**config.mk**
```make
export PLATFORM = sky130hd
export DESIGN_NAME = fifo_buffer_ext
export DESIGN_NICKNAME = d
export VERILOG_FILES = /design/src/rtl/fifo_buffer_ext.sv
export SDC_FILE = /design/constraint.sdc
export NUM_CORES = 1
export LEC_CHECK = 0
export ABC_CLOCK_PERIOD_IN_PS = 4500
export BUFFER_PORTS_ARGS = -buffer_cell sky130_fd_sc_hd__buf_2
export CORE_ASPECT_RATIO = 0.7
export CORE_UTILIZATION = 45
export DETAILED_ROUTE_END_ITERATION = 7
export GPL_ROUTABILITY_DRIVEN = 0
export PLACE_DENSITY = 0.7
export REMOVE_ABC_BUFFERS = 1
export SLEW_MARGIN = 20
export SYNTH_ARGS = -nofsm -noshare
export SYNTH_HDL_FRONTEND = slang
export SYNTH_SLANG_ARGS = --single-unit
```
**constraint.sdc**
```tcl
create_clock -name clk -period 4.5 [get_ports clk]
set_input_delay 0.45 -clock clk [delete_from_list [all_inputs] [get_ports clk]]
set_output_delay 0.45 -clock clk [all_outputs]
set_load 0.01 [all_outputs]
```
**src/rtl/fifo_buffer_ext.sv**
```systemverilog
// Single-clock FIFO with occupancy count, almost-full/empty thresholds and sticky error flags.
// Define FIFO_FWFT_EN for first-word-fall-through reads; otherwise reads are registered (1-cycle latency).
module fifo_buffer_ext #(
    parameter int DATA_WIDTH = 8,
    parameter int DEPTH_BITS = 3,
    parameter int AF_THRESH  = (2 ** DEPTH_BITS) - 1,
    parameter int AE_THRESH  = 1
) (
    input  logic                  clk,
    input  logic                  reset,
    input  logic                  wr_en,
    input  logic [DATA_WIDTH-1:0] wr_data,
    input  logic                  rd_en,
    input  logic                  clr_err,
    output logic [DATA_WIDTH-1:0] rd_data,
    output logic                  full,
    output logic                  empty,
    output logic                  almost_full,
    output logic                  almost_empty,
    output logic [DEPTH_BITS:0]   count,
    output logic                  overflow,
    output logic                  underflow
);

    localparam int DEPTH = 2 ** DEPTH_BITS;
    localparam logic [DEPTH_BITS:0] CNT_FULL = (DEPTH_BITS + 1)'(DEPTH);
    localparam logic [DEPTH_BITS:0] CNT_AF   = (DEPTH_BITS + 1)'(AF_THRESH);
    localparam logic [DEPTH_BITS:0] CNT_AE   = (DEPTH_BITS + 1)'(AE_THRESH);

    logic [DATA_WIDTH-1:0] mem [DEPTH];
    logic [DEPTH_BITS-1:0] wptr;
    logic [DEPTH_BITS-1:0] rptr;
    logic [DEPTH_BITS:0]   count_q;
    logic                  overflow_q;
    logic                  underflow_q;
    logic                  rd_ok;
    logic                  wr_ok;

    // Status flags decode from the registered count only, so no input reaches them combinationally.
    assign count        = count_q;
    assign full         = (count_q == CNT_FULL);
    assign empty        = (count_q == '0);
    assign almost_full  = (count_q >= CNT_AF);
    assign almost_empty = (count_q <= CNT_AE);
    assign overflow     = overflow_q;
    assign underflow    = underflow_q;

    // A write into a full FIFO is still accepted when a read frees a slot in the same cycle.
    assign rd_ok = rd_en & ~empty;
    assign wr_ok = wr_en & (~full | rd_ok);

    always_ff @(posedge clk) begin
        // NOTE: sequential state uses non-blocking assignments so every register samples pre-edge values.
        if (reset) begin
            wptr        <= '0;
            rptr        <= '0;
            count_q     <= '0;
            overflow_q  <= 1'b0;
            underflow_q <= 1'b0;
        end else begin
            if (wr_ok) wptr <= wptr + 1'b1;
            if (rd_ok) rptr <= rptr + 1'b1;

            if (wr_ok && !rd_ok) begin
                count_q <= count_q + 1'b1;
            end else if (rd_ok && !wr_ok) begin
                count_q <= count_q - 1'b1;
            end

            // Setting an error flag wins over a clear arriving in the same cycle.
            overflow_q  <= (overflow_q & ~clr_err) | (wr_en & ~wr_ok);
            underflow_q <= (underflow_q & ~clr_err) | (rd_en & empty);
        end
    end

    // NOTE: the storage array has no reset; pointers and count alone define which words are valid.
    always_ff @(posedge clk) begin
        if (wr_ok && !reset) begin
            mem[wptr] <= wr_data;
        end
    end

`ifdef FIFO_FWFT_EN
    // Head word is presented as soon as it exists; rd_en acknowledges and pops it.
    assign rd_data = empty ? '0 : mem[rptr];
`else
    logic [DATA_WIDTH-1:0] rd_data_q;

    always_ff @(posedge clk) begin
        if (reset) begin
            rd_data_q <= '0;
        end else if (rd_ok) begin
            rd_data_q <= mem[rptr];
        end
    end

    assign rd_data = rd_data_q;
`endif

endmodule

```
==> results of run 1 <==
## registers in the layout, indices dropped and copies added (netlist names)
name,flops
mem,64
rd_data,8
count,4
rptr,3
wptr,3
overflow,1
underflow,1
## worst paths after layout
kind,startpoint,endpoint,depth (start not counted)
worst max register to register,count[0]$_SDFFE_PP0P_,count[3]$_SDFFE_PP0P_,10
worst min register to register,rd_data[3]$_SDFFE_PP0P_,rd_data[3]$_SDFFE_PP0P_,1
worst min-delay path,clr_err,overflow$_SDFF_PP0_,3
worst max-delay path,count[0]$_SDFFE_PP0P_,count[3]$_SDFFE_PP0P_,10
## cell families (layout without fill, tap and decap cells)
logic type,after synthesis,after routing,share of synthesized area [%]
AOI/OAI and AO/OA,36,36,8.03
xor gates and xnor gates,7,7,1.80
buffers and inverters,15,53,2.65
adders and majority gates,7,7,2.58
DFF,84,84,68.3
and+or+nand+nor,46,46,6.88
muxes,33,33,9.72
## worst max-delay path, delay by kind of cell (launching register included)
family                   cells  cell delay, ns
XOR/XNOR                     1            0.12
AND/OR/NAND/NOR              3            0.60
flip-flops                   1            0.38
AO/OA/AOI/OAI                2            0.59
adder cells (fa/ha/maj)      2            0.44
buffers and inverters        2            0.30
## placed cells by master (no fill, tap or decap), types with 2 or more instances in the layout
master	synthesis	final
mux2i_1	33	33
inv_1	5	5
buf_2	2	30
bufinv_16	0	3
nor2_1	18	18
xor2_1	5	5
a21oi_1	6	6
buf_4	3	2
edfxtp_1	64	64
nor3_2	0	2
xnor2_1	2	2
a22oi_1	16	16
a21oi_2	2	2
dfxtp_1	20	19
or3_1	2	2
ha_1	7	7
nand2_1	6	6
nand3b_1	3	3
clkbuf_1	0	2
a32o_1	8	8
clkbuf_8	2	9
nor3_1	5	3
nand3_1	2	2
nor2b_1	4	4
## power by group through the flow
stage,clock [mW],combinational [mW],sequential [mW]
after global placement,0,0.530,1.03
after detailed placement,0,0.535,1.04
after floorplan,0,0.364,1.03
final,0.622,0.531,1.02
after global routing,0.663,0.600,1.04
after CTS,0.635,0.537,1.02
## area by class of cell
class	instances	area, sq um
clock buffer	11	131
clock inverter	5	103
fill	623	3430
inverter	5	18.8
multi-input combinational	129	996
sequential	84	2320
tap	98	123
timing repair buffer	32	165
## routing by layer
layer  up-vias  global-route usage, %  wire (um)
li1        933                      -          -
met1       920                   23.8       2970
met2        50                   27.6       2780
met3        11                   5.45        411
met4         0                   6.48         85
met5         -                      0          0
## stage by stage
stage | cells | instance area, sq um
2_1_floorplan | 218 | 3330
3_3_place_gp | 348 | 3620
3_5_place_dp | 348 | 3620
4_1_cts | 364 | 3850
5_1_grt | 364 | 3860
6_report | 364 | 3860
==> flow_metrics.tcl, run 1 <==
set metrics [dict create \
    internal_power_mw 1.53 \
    synth_area_sq_mm 0.00340 \
    cp_data_arrival_time_ns 2.79 \
    clock_latency_ns 0.36 \
    final_max_slew_viol_count 0 \
    yosys_warnings 0 \
    avgSynthCellArea_sq_um 14.9 \
    dieArea_sq_mm 0.00791 \
    crit_chain "inv_1 -> ha_1 -> nand3b_1 -> o21ai_1 -> inv_1 -> ha_1 -> or4_1 -> a21oi_2 -> xnor2_1 -> nor2_1" \
    finalSetupViolCount 0 \
    cpPeakStageDelay_ns 0.43 \
    async_reset_ff_share_pct 0 \
    leakagePower_nw 1.37 \
    synth_common_cells "64 x edfxtp_1, 33 x mux2i_1, 20 x dfxtp_1, 18 x nor2_1, 16 x a22oi_1" \
    rows 26 \
    synth.area.top_cells "edfxtp_1 57%, dfxtp_1 12%, mux2i_1 9.7%" \
    cts_hold_buf 0 \
    critPathLaunchType "register" \
    drt_iter0_drc 127 \
    grt_pass1_wl_mm 9.84 \
    design.core.area_sq_mm 0.00729 \
    switching_share_pct 29.6 \
    p_per_area_mw_per_mm2 563 \
    status "completed" \
    hold_viol 0 \
    antenna_found_initial 0 \
    synth-seq-area-share_pct 68.3 \
    setup_slack_ns 1.94 \
    setup_tns_ns 0 \
    gr-usage-all-layers_pct 17.7 \
    drt_wl_total_mm 6.24 \
    synth.distinct_cells 32 \
    dieWidth_um 106 \
    post-route-util_pct 53.0 \
    numCtsBuffers 9 \
    path_class "reg -> reg" \
    grt_max_degree 35 \
    p_clk_share_pct 28.6 \
    switchingPower_mw 0.643 \
    pin_count 31 \
    max_freq_mhz 391 \
    htreeDepth 3 \
    postCtsSetupRepairBufs 0 \
    crit_path_top_delay_cell "o21ai_1" \
    crit_required_ns 4.73 \
    hold_class "in -> reg" \
    hold_ws_ns 0.366 \
    ctsRootBufferMaster "clkbuf_8" \
    combPwrFrac_pct 24.4 \
    pwr-share-seq_pct 47.0 \
    synth_top_cell_by_area "edfxtp_1" \
    crit_path_end_kind "register" \
    synth-seq-cells 84 \
    place_ws_ns 2.00 \
    p_total_mw 2.17 \
    synth_top_flop_cell "edfxtp_1" \
    rsz0062_at_grt "false" \
    synth.top_cell.area_share_pct 56.6 \
    max-slew-margin-rel_pct 26.2 \
    synth_edf_count 64 \
    cts_sinks 84 \
    clk_pin_slew_ns 0.07 \
    rrSetupSlack_ns 1.94 \
    cap_viol_max_count 0 \
    drive_gt1_share_pct 19.9 \
    cts_tree "built" \
    dr.pass1.iters 4 \
    num-nets-final 281 \
    synth_most_common_cell "edfxtp_1" \
    vdd.ir_drop.worst_mv 0.330 \
    finalCritPeriodShare_pct 56.8 \
    areaGrowthSynthToFinish_pct 13.6 \
    post_drt_via_cell_ratio 5.26 \
    start_util_pct 46.6 \
    port_buffers 30 \
    cp_max_fo 7 \
    min_period_ns 2.56 \
    ctsResizeCount 0 \
    postSynthCellCount 228 \
    antennaDiodeCount 0 \
    overflow 0 \
    worst_pin_slew_ns 1.11 \
    grt_pass1_vias 1769 \
    ant_nets 0 \
    clock_path_buffers 2 \
    drc_errors 0 \
    wl_per_cell_um 17.1 \
    die_h_um 74.7 \
    via_count 1914 \
    worst_clock_skew_ns 0.0128 \
    hpwl_mm 4.06 \
]
(Power assumes the default switching activity.)
==> run 2, diff against run 1 <==
--- a/config.mk
+++ b/config.mk
@@ -5,7 +5,7 @@
 export SDC_FILE = /design/constraint.sdc
 export NUM_CORES = 1
 export LEC_CHECK = 0
-export ABC_CLOCK_PERIOD_IN_PS = 4500
+export ABC_CLOCK_PERIOD_IN_PS = 2400
 export BUFFER_PORTS_ARGS = -buffer_cell sky130_fd_sc_hd__buf_2
 export CORE_ASPECT_RATIO = 0.7
 export CORE_UTILIZATION = 45
==> constraint.sdc (replaced) <==
create_clock -name clk -period 2.4 [get_ports clk]
set_input_delay 0.24 -clock clk [delete_from_list [all_inputs] [get_ports clk]]
set_output_delay 0.24 -clock clk [all_outputs]
set_load 0.01 [all_outputs]
==> flow_metrics.tcl, run 2 (synthesis results as in run 1) <==
set metrics [dict create \
    dr.pass1.iters 4 \
    critPathLaunchType "register" \
    rsz0062_at_grt "false" \
    critical-path-top-delay-family "simple AND/OR/NAND/NOR gates" \
    internal_power_mw 2.84 \
    cp.depth 9 \
    holdPathEnd "mem[5][3]$_DFFE_PP_" \
    grt_pass1_vias 1903 \
    clk_pin_slew_ns 0.08 \
    cts_tree "built" \
    status "completed" \
    cp_data_arrival_time_ns 2.47 \
    cp_num_buf_inv 1 \
    clock_latency_ns 0.35 \
    drc_errors 0 \
    pwr-share-seq_pct 44.0 \
    cts_hold_buf 0 \
    worst_clock_skew_ns 0.00745 \
    start_util_pct 46.6 \
    dieWidth_um 106 \
    num-nets-final 296 \
    die_h_um 74.7 \
    antenna_found_initial 0 \
    finalCritPeriodShare_pct 93.2 \
    switchingPower_mw 1.22 \
    gr-usage-all-layers_pct 18.2 \
    reg2regPathDepth 9 \
    port_buffers 30 \
    drt_wl_total_mm 6.46 \
    min_period_ns 2.24 \
    leakagePower_nw 1.45 \
    top_register "mem" \
    hpwl_mm 4.15 \
    setup_tns_ns 0 \
    vdd.ir_drop.worst_mv 0.578 \
    worst_pin_slew_ns 0.558 \
    path_class "reg -> reg" \
    rrSetupSlack_ns 0.16 \
    crit_path_end_kind "register" \
    crit_required_ns 2.63 \
    whs_path_depth 1 \
    dieArea_sq_mm 0.00791 \
    grt_max_degree 35 \
    ctsResizeCount 0 \
    numCtsBuffers 9 \
    design.core.area_sq_mm 0.00729 \
    ctsRootBufferMaster "clkbuf_8" \
    clock_path_buffers 2 \
    max_freq_mhz 447 \
    min-delay-start "wr_data[3]" \
    cpPeakStageDelay_ns 0.44 \
    p_clk_share_pct 27.0 \
    switching_share_pct 30.0 \
    finalSetupViolCount 0 \
    via_count 1999 \
    overflow 0 \
    layout_common_cells "64 x edfxtp_1, 33 x mux2i_1, 30 x buf_2, 19 x dfxtp_1, 18 x nor2_1" \
    r2r-end "count[3]$_SDFFE_PP0P_" \
    wl_per_cell_um 17.0 \
    drt_iter0_drc 90 \
    hold_viol 0 \
    cap_viol_max_count 0 \
    path_common_cell "ha_1" \
    crit_path_top_delay_cell "dfxtp_1" \
    cts_sinks 84 \
    largest_reg_flops 64 \
    final_max_slew_viol_count 0 \
    max-slew-margin-rel_pct 62.8 \
    postCtsSetupRepairBufs 0 \
    cp_max_fo 7 \
    rows 26 \
    ant_nets 0 \
    grt_pass1_wl_mm 10.4 \
    p_per_area_mw_per_mm2 1020 \
    drive_gt1_share_pct 23.5 \
    pin_count 31 \
    crit_chain "inv_1 -> ha_1 -> or3b_4 -> nand2_4 -> ha_1 -> or4_1 -> a21oi_2 -> xnor2_1 -> nor2_1" \
    post_drt_via_cell_ratio 5.27 \
    hold_ws_ns 0.159 \
    hold_class "in -> reg" \
    combPwrFrac_pct 29.0 \
    r2r_start "count[0]$_SDFFE_PP0P_" \
    antennaDiodeCount 0 \
    final_common_cell "edfxtp_1" \
    areaGrowthSynthToFinish_pct 16.5 \
    htreeDepth 3 \
]
-- run 2: layout make-up --
class	count	area, sq um
multi-input combinational	129	986
inverter	5	18.8
clock inverter	4	72.6
tap	98	123
sequential	84	2320
timing repair buffer	47	290
fill	641	3330
clock buffer	12	145
-- run 2: power groups by stage --
stage	clock network [mW]	logic (mW)	registers, mW
2_1_floorplan	0	0.682	1.93
3_3_place_gp	0	1.16	1.81
3_5_place_dp	0	1.18	1.82
4_1_cts	1.12	1.18	1.79
5_1_grt	1.18	1.29	1.81
6_report	1.10	1.17	1.79
-- run 2: worst max-delay path by stage --
stage / startpoint / endpoint / slack, ns
after floorplan: count[0]$_SDFFE_PP0P_ / count[3]$_SDFFE_PP0P_ / 0.15
after global placement: count[0]$_SDFFE_PP0P_ / count[3]$_SDFFE_PP0P_ / 0.23
after detailed placement: count[0]$_SDFFE_PP0P_ / count[3]$_SDFFE_PP0P_ / 0.14
after CTS: count[0]$_SDFFE_PP0P_ / count[3]$_SDFFE_PP0P_ / 0.13
after global routing: count[0]$_SDFFE_PP0P_ / count[3]$_SDFFE_PP0P_ / 0.009
final: count[0]$_SDFFE_PP0P_ / count[3]$_SDFFE_PP0P_ / 0.16
-- run 2: layer usage --
| metal | GRT usage [%] | routed length, um |
|---|---|---|
| met5 | 0 | 0 |
| met4 | 8.64 | 61 |
| met3 | 5.45 | 525 |
| met2 | 28.5 | 3010 |
| met1 | 23.9 | 2870 |
-- run 2: metrics by stage --
stage          cell area (sq um)  cells  util [%]  power [mW]  worst slack [ns]
5_1_grt                     3960    379      54.3        4.27           0.00876
3_3_place_gp                3740    363      51.3        2.97             0.231
4_1_cts                     3960    379      54.3        4.09             0.132
2_1_floorplan               3330    218         -        2.62             0.153
6_report                    3960    379      54.3        4.06             0.163
3_5_place_dp                3740    363      51.3        3.00             0.139
==> run 3, diff against run 2 <==
--- a/config.mk
+++ b/config.mk
@@ -7,11 +7,14 @@
 export LEC_CHECK = 0
 export ABC_CLOCK_PERIOD_IN_PS = 2400
 export BUFFER_PORTS_ARGS = -buffer_cell sky130_fd_sc_hd__buf_2
+export CELL_PAD_IN_SITES_DETAIL_PLACEMENT = 2
+export CELL_PAD_IN_SITES_GLOBAL_PLACEMENT = 2
 export CORE_ASPECT_RATIO = 0.7
-export CORE_UTILIZATION = 45
+export CORE_UTILIZATION = 42
 export DETAILED_ROUTE_END_ITERATION = 7
 export GPL_ROUTABILITY_DRIVEN = 0
-export PLACE_DENSITY = 0.7
+export MAX_ROUTING_LAYER = met4
+export PLACE_DENSITY = 0.85
 export REMOVE_ABC_BUFFERS = 1
 export SLEW_MARGIN = 20
 export SYNTH_ARGS = -nofsm -noshare
==> flow_metrics.tcl, run 3 (synthesis results as in run 1) <==
set metrics [dict create \
    multiInputGateArea_sq_um 990 \
    num-nets-final 298 \
    min_period_ns 2.33 \
    grt_pass1_vias 2315 \
    grt_pass1_wl_mm 13.6 \
    pin_count 31 \
    finalCritPeriodShare_pct 97.0 \
    max-slew-margin-rel_pct 58.4 \
    critical-path-top-delay-family "simple AND/OR/NAND/NOR gates" \
    numCtsBuffers 9 \
    areaGrowthSynthToFinish_pct 18.5 \
    min-delay-start "wr_data[0]" \
    dieArea_sq_mm 0.00846 \
    crit_required_ns 2.61 \
    antennaDiodeCount 0 \
    nFillCells 730 \
    met2_usage_pct 38.0 \
    p_per_area_mw_per_mm2 1070 \
    rows 27 \
    drt_wl_total_mm 8.92 \
    top_register "mem" \
    ant_nets 0 \
    crit_chain "inv_2 -> ha_1 -> nand3b_1 -> o21ai_2 -> inv_1 -> ha_1 -> or4_1 -> a21oi_2 -> xnor2_1 -> nor2_1" \
    place_ws_ns 0.0891 \
    worst_pin_slew_ns 0.624 \
    clock_latency_ns 0.34 \
    use_met1_pct 29.6 \
    via_count 2074 \
    cts_tree "built" \
    r2r_start "count[1]$_SDFFE_PP0P_" \
    wl_per_cell_um 23.2 \
    crit_path_end_kind "register" \
    rrSetupSlack_ns 0.07 \
    critPathLaunchType "register" \
    gr-usage-all-layers_pct 23.8 \
    hold_viol 0 \
    cts_hold_buf 0 \
    path_class "reg -> reg" \
    postPlaceCellArea_sq_mm 0.00374 \
    cpPeakStageDelay_ns 0.43 \
    holdPathEnd "mem[1][0]$_DFFE_PP_" \
    leakagePower_nw 1.48 \
    ctsRootBufferMaster "clkbuf_16" \
    final_common_cell "edfxtp_1" \
    busiest_layer "met2" \
    grt_max_degree 22 \
    path_common_cell "ha_1" \
    setup_slack_ns 0.0723 \
    max_freq_mhz 430 \
    die_h_um 77.3 \
    r2r-end "count[3]$_SDFFE_PP0P_" \
    start_util_pct 43.4 \
    final_max_slew_viol_count 0 \
    whs_path_depth 1 \
    crit_path_top_delay_cell "or4_1" \
    cts_sinks 84 \
    finalInstanceArea_sq_mm 0.00403 \
    clk_pin_slew_ns 0.06 \
    cp_num_buf_inv 2 \
    clock_path_buffers 2 \
    vdd.ir_drop.worst_mv 0.424 \
    overflow 0 \
    status "completed" \
    dieWidth_um 110 \
    dr.pass1.iters 4 \
    use_met3_pct 5.61 \
    reg2regPathDepth 10 \
    antenna_found_initial 0 \
    design.core.area_sq_mm 0.00784 \
    cp_data_arrival_time_ns 2.54 \
    htreeDepth 3 \
    cp_max_fo 6 \
    finalSetupViolCount 0 \
    hold_class "in -> reg" \
    layout_common_cells "64 x edfxtp_1, 33 x mux2i_1, 30 x buf_2, 19 x dfxtp_1" \
    largest_reg_flops 64 \
    drive_gt1_share_pct 24.4 \
    hpwl_mm 6.05 \
    seq_area_sq_mm 0.00232 \
    port_buffers 30 \
    post_drt_via_cell_ratio 5.40 \
    cap_viol_max_count 0 \
    drt_iter0_drc 135 \
    drc_errors 0 \
    p_total_mw 4.33 \
    worst_clock_skew_ns 0.00767 \
]
-- run 3: cell types whose count changed in the layout (fill, tap and decap cells not counted), moves of 2 or more --
cell       before  now
buf_4          16   18
bufinv_16       2    0
clkbuf_16       0    9
clkbuf_8       10    0
-- run 3: metal layers --
metal | share of wire (%) | vias to the layer above
li1 | - | 963
met1 | 46 | 1070
met2 | 50 | 28
met3 | 2.4 | 13
met4 | 1.8 | 0
met5 | 0 | -
-- run 3: layout make-up --
class                   instances  area share (%)
flip-flops and latches         84            57.7
multi-input cells             129            24.6
repair buffers                 49            7.58
clock buffers                  12            5.87
well taps                     101            3.14
clock inverters                 4           0.653
inverters                       5           0.466
-- run 3: how the worst max path moves through the flow --
stage                               start                    end  slack [ns]  cells past startpoint
CTS                 count[1]$_SDFFE_PP0P_  count[3]$_SDFFE_PP0P_        0.08                     10
global placement    count[1]$_SDFFE_PP0P_  count[3]$_SDFFE_PP0P_        0.26                      9
finish              count[1]$_SDFFE_PP0P_  count[3]$_SDFFE_PP0P_        0.07                     10
detailed placement  count[1]$_SDFFE_PP0P_  count[3]$_SDFFE_PP0P_        0.09                     10
floorplan           count[0]$_SDFFE_PP0P_  count[3]$_SDFFE_PP0P_        0.15                     10
global route        count[1]$_SDFFE_PP0P_  count[3]$_SDFFE_PP0P_       -0.08                     10
-- run 3: metrics by stage --
step	TNS [ns]	instances	utilization (%)	hold WS [ns]
6_report	0	384	51.4	0.187
5_1_grt	-0.0766	384	51.4	0.180
2_1_floorplan	0	218	-	0.309
3_5_place_dp	0	366	47.8	0.469
3_3_place_gp	0	366	47.8	0.450
4_1_cts	0	382	51.1	0.179
-- run 3: worst reg2reg max path: cells and delay by family, from the launching register on --
| family | cells | cell delay [ns] |
|---|---|---|
| AO/OA/AOI/OAI | 2 | 0.42 |
| XOR/XNOR | 1 | 0.14 |
| adder cells (fa/ha/maj) | 2 | 0.38 |
| AND/OR/NAND/NOR | 3 | 0.66 |
| buffers and inverters | 2 | 0.23 |
| flip-flops | 1 | 0.36 |
-- run 3: power by group --
| group | total, mW | switching (mW) | internal [mW] |
|---|---|---|---|
| registers | 1.84 | 0.146 | 1.69 |
| logic | 1.25 | 0.686 | 0.561 |
| clock network | 1.24 | 0.544 | 0.700 |
-- run 3: what timing repair did --
item | CTS | global route
setup buffers | 0 | 2
resized for setup | 0 | 2
endpoints found under the setup margin | 0 | 1
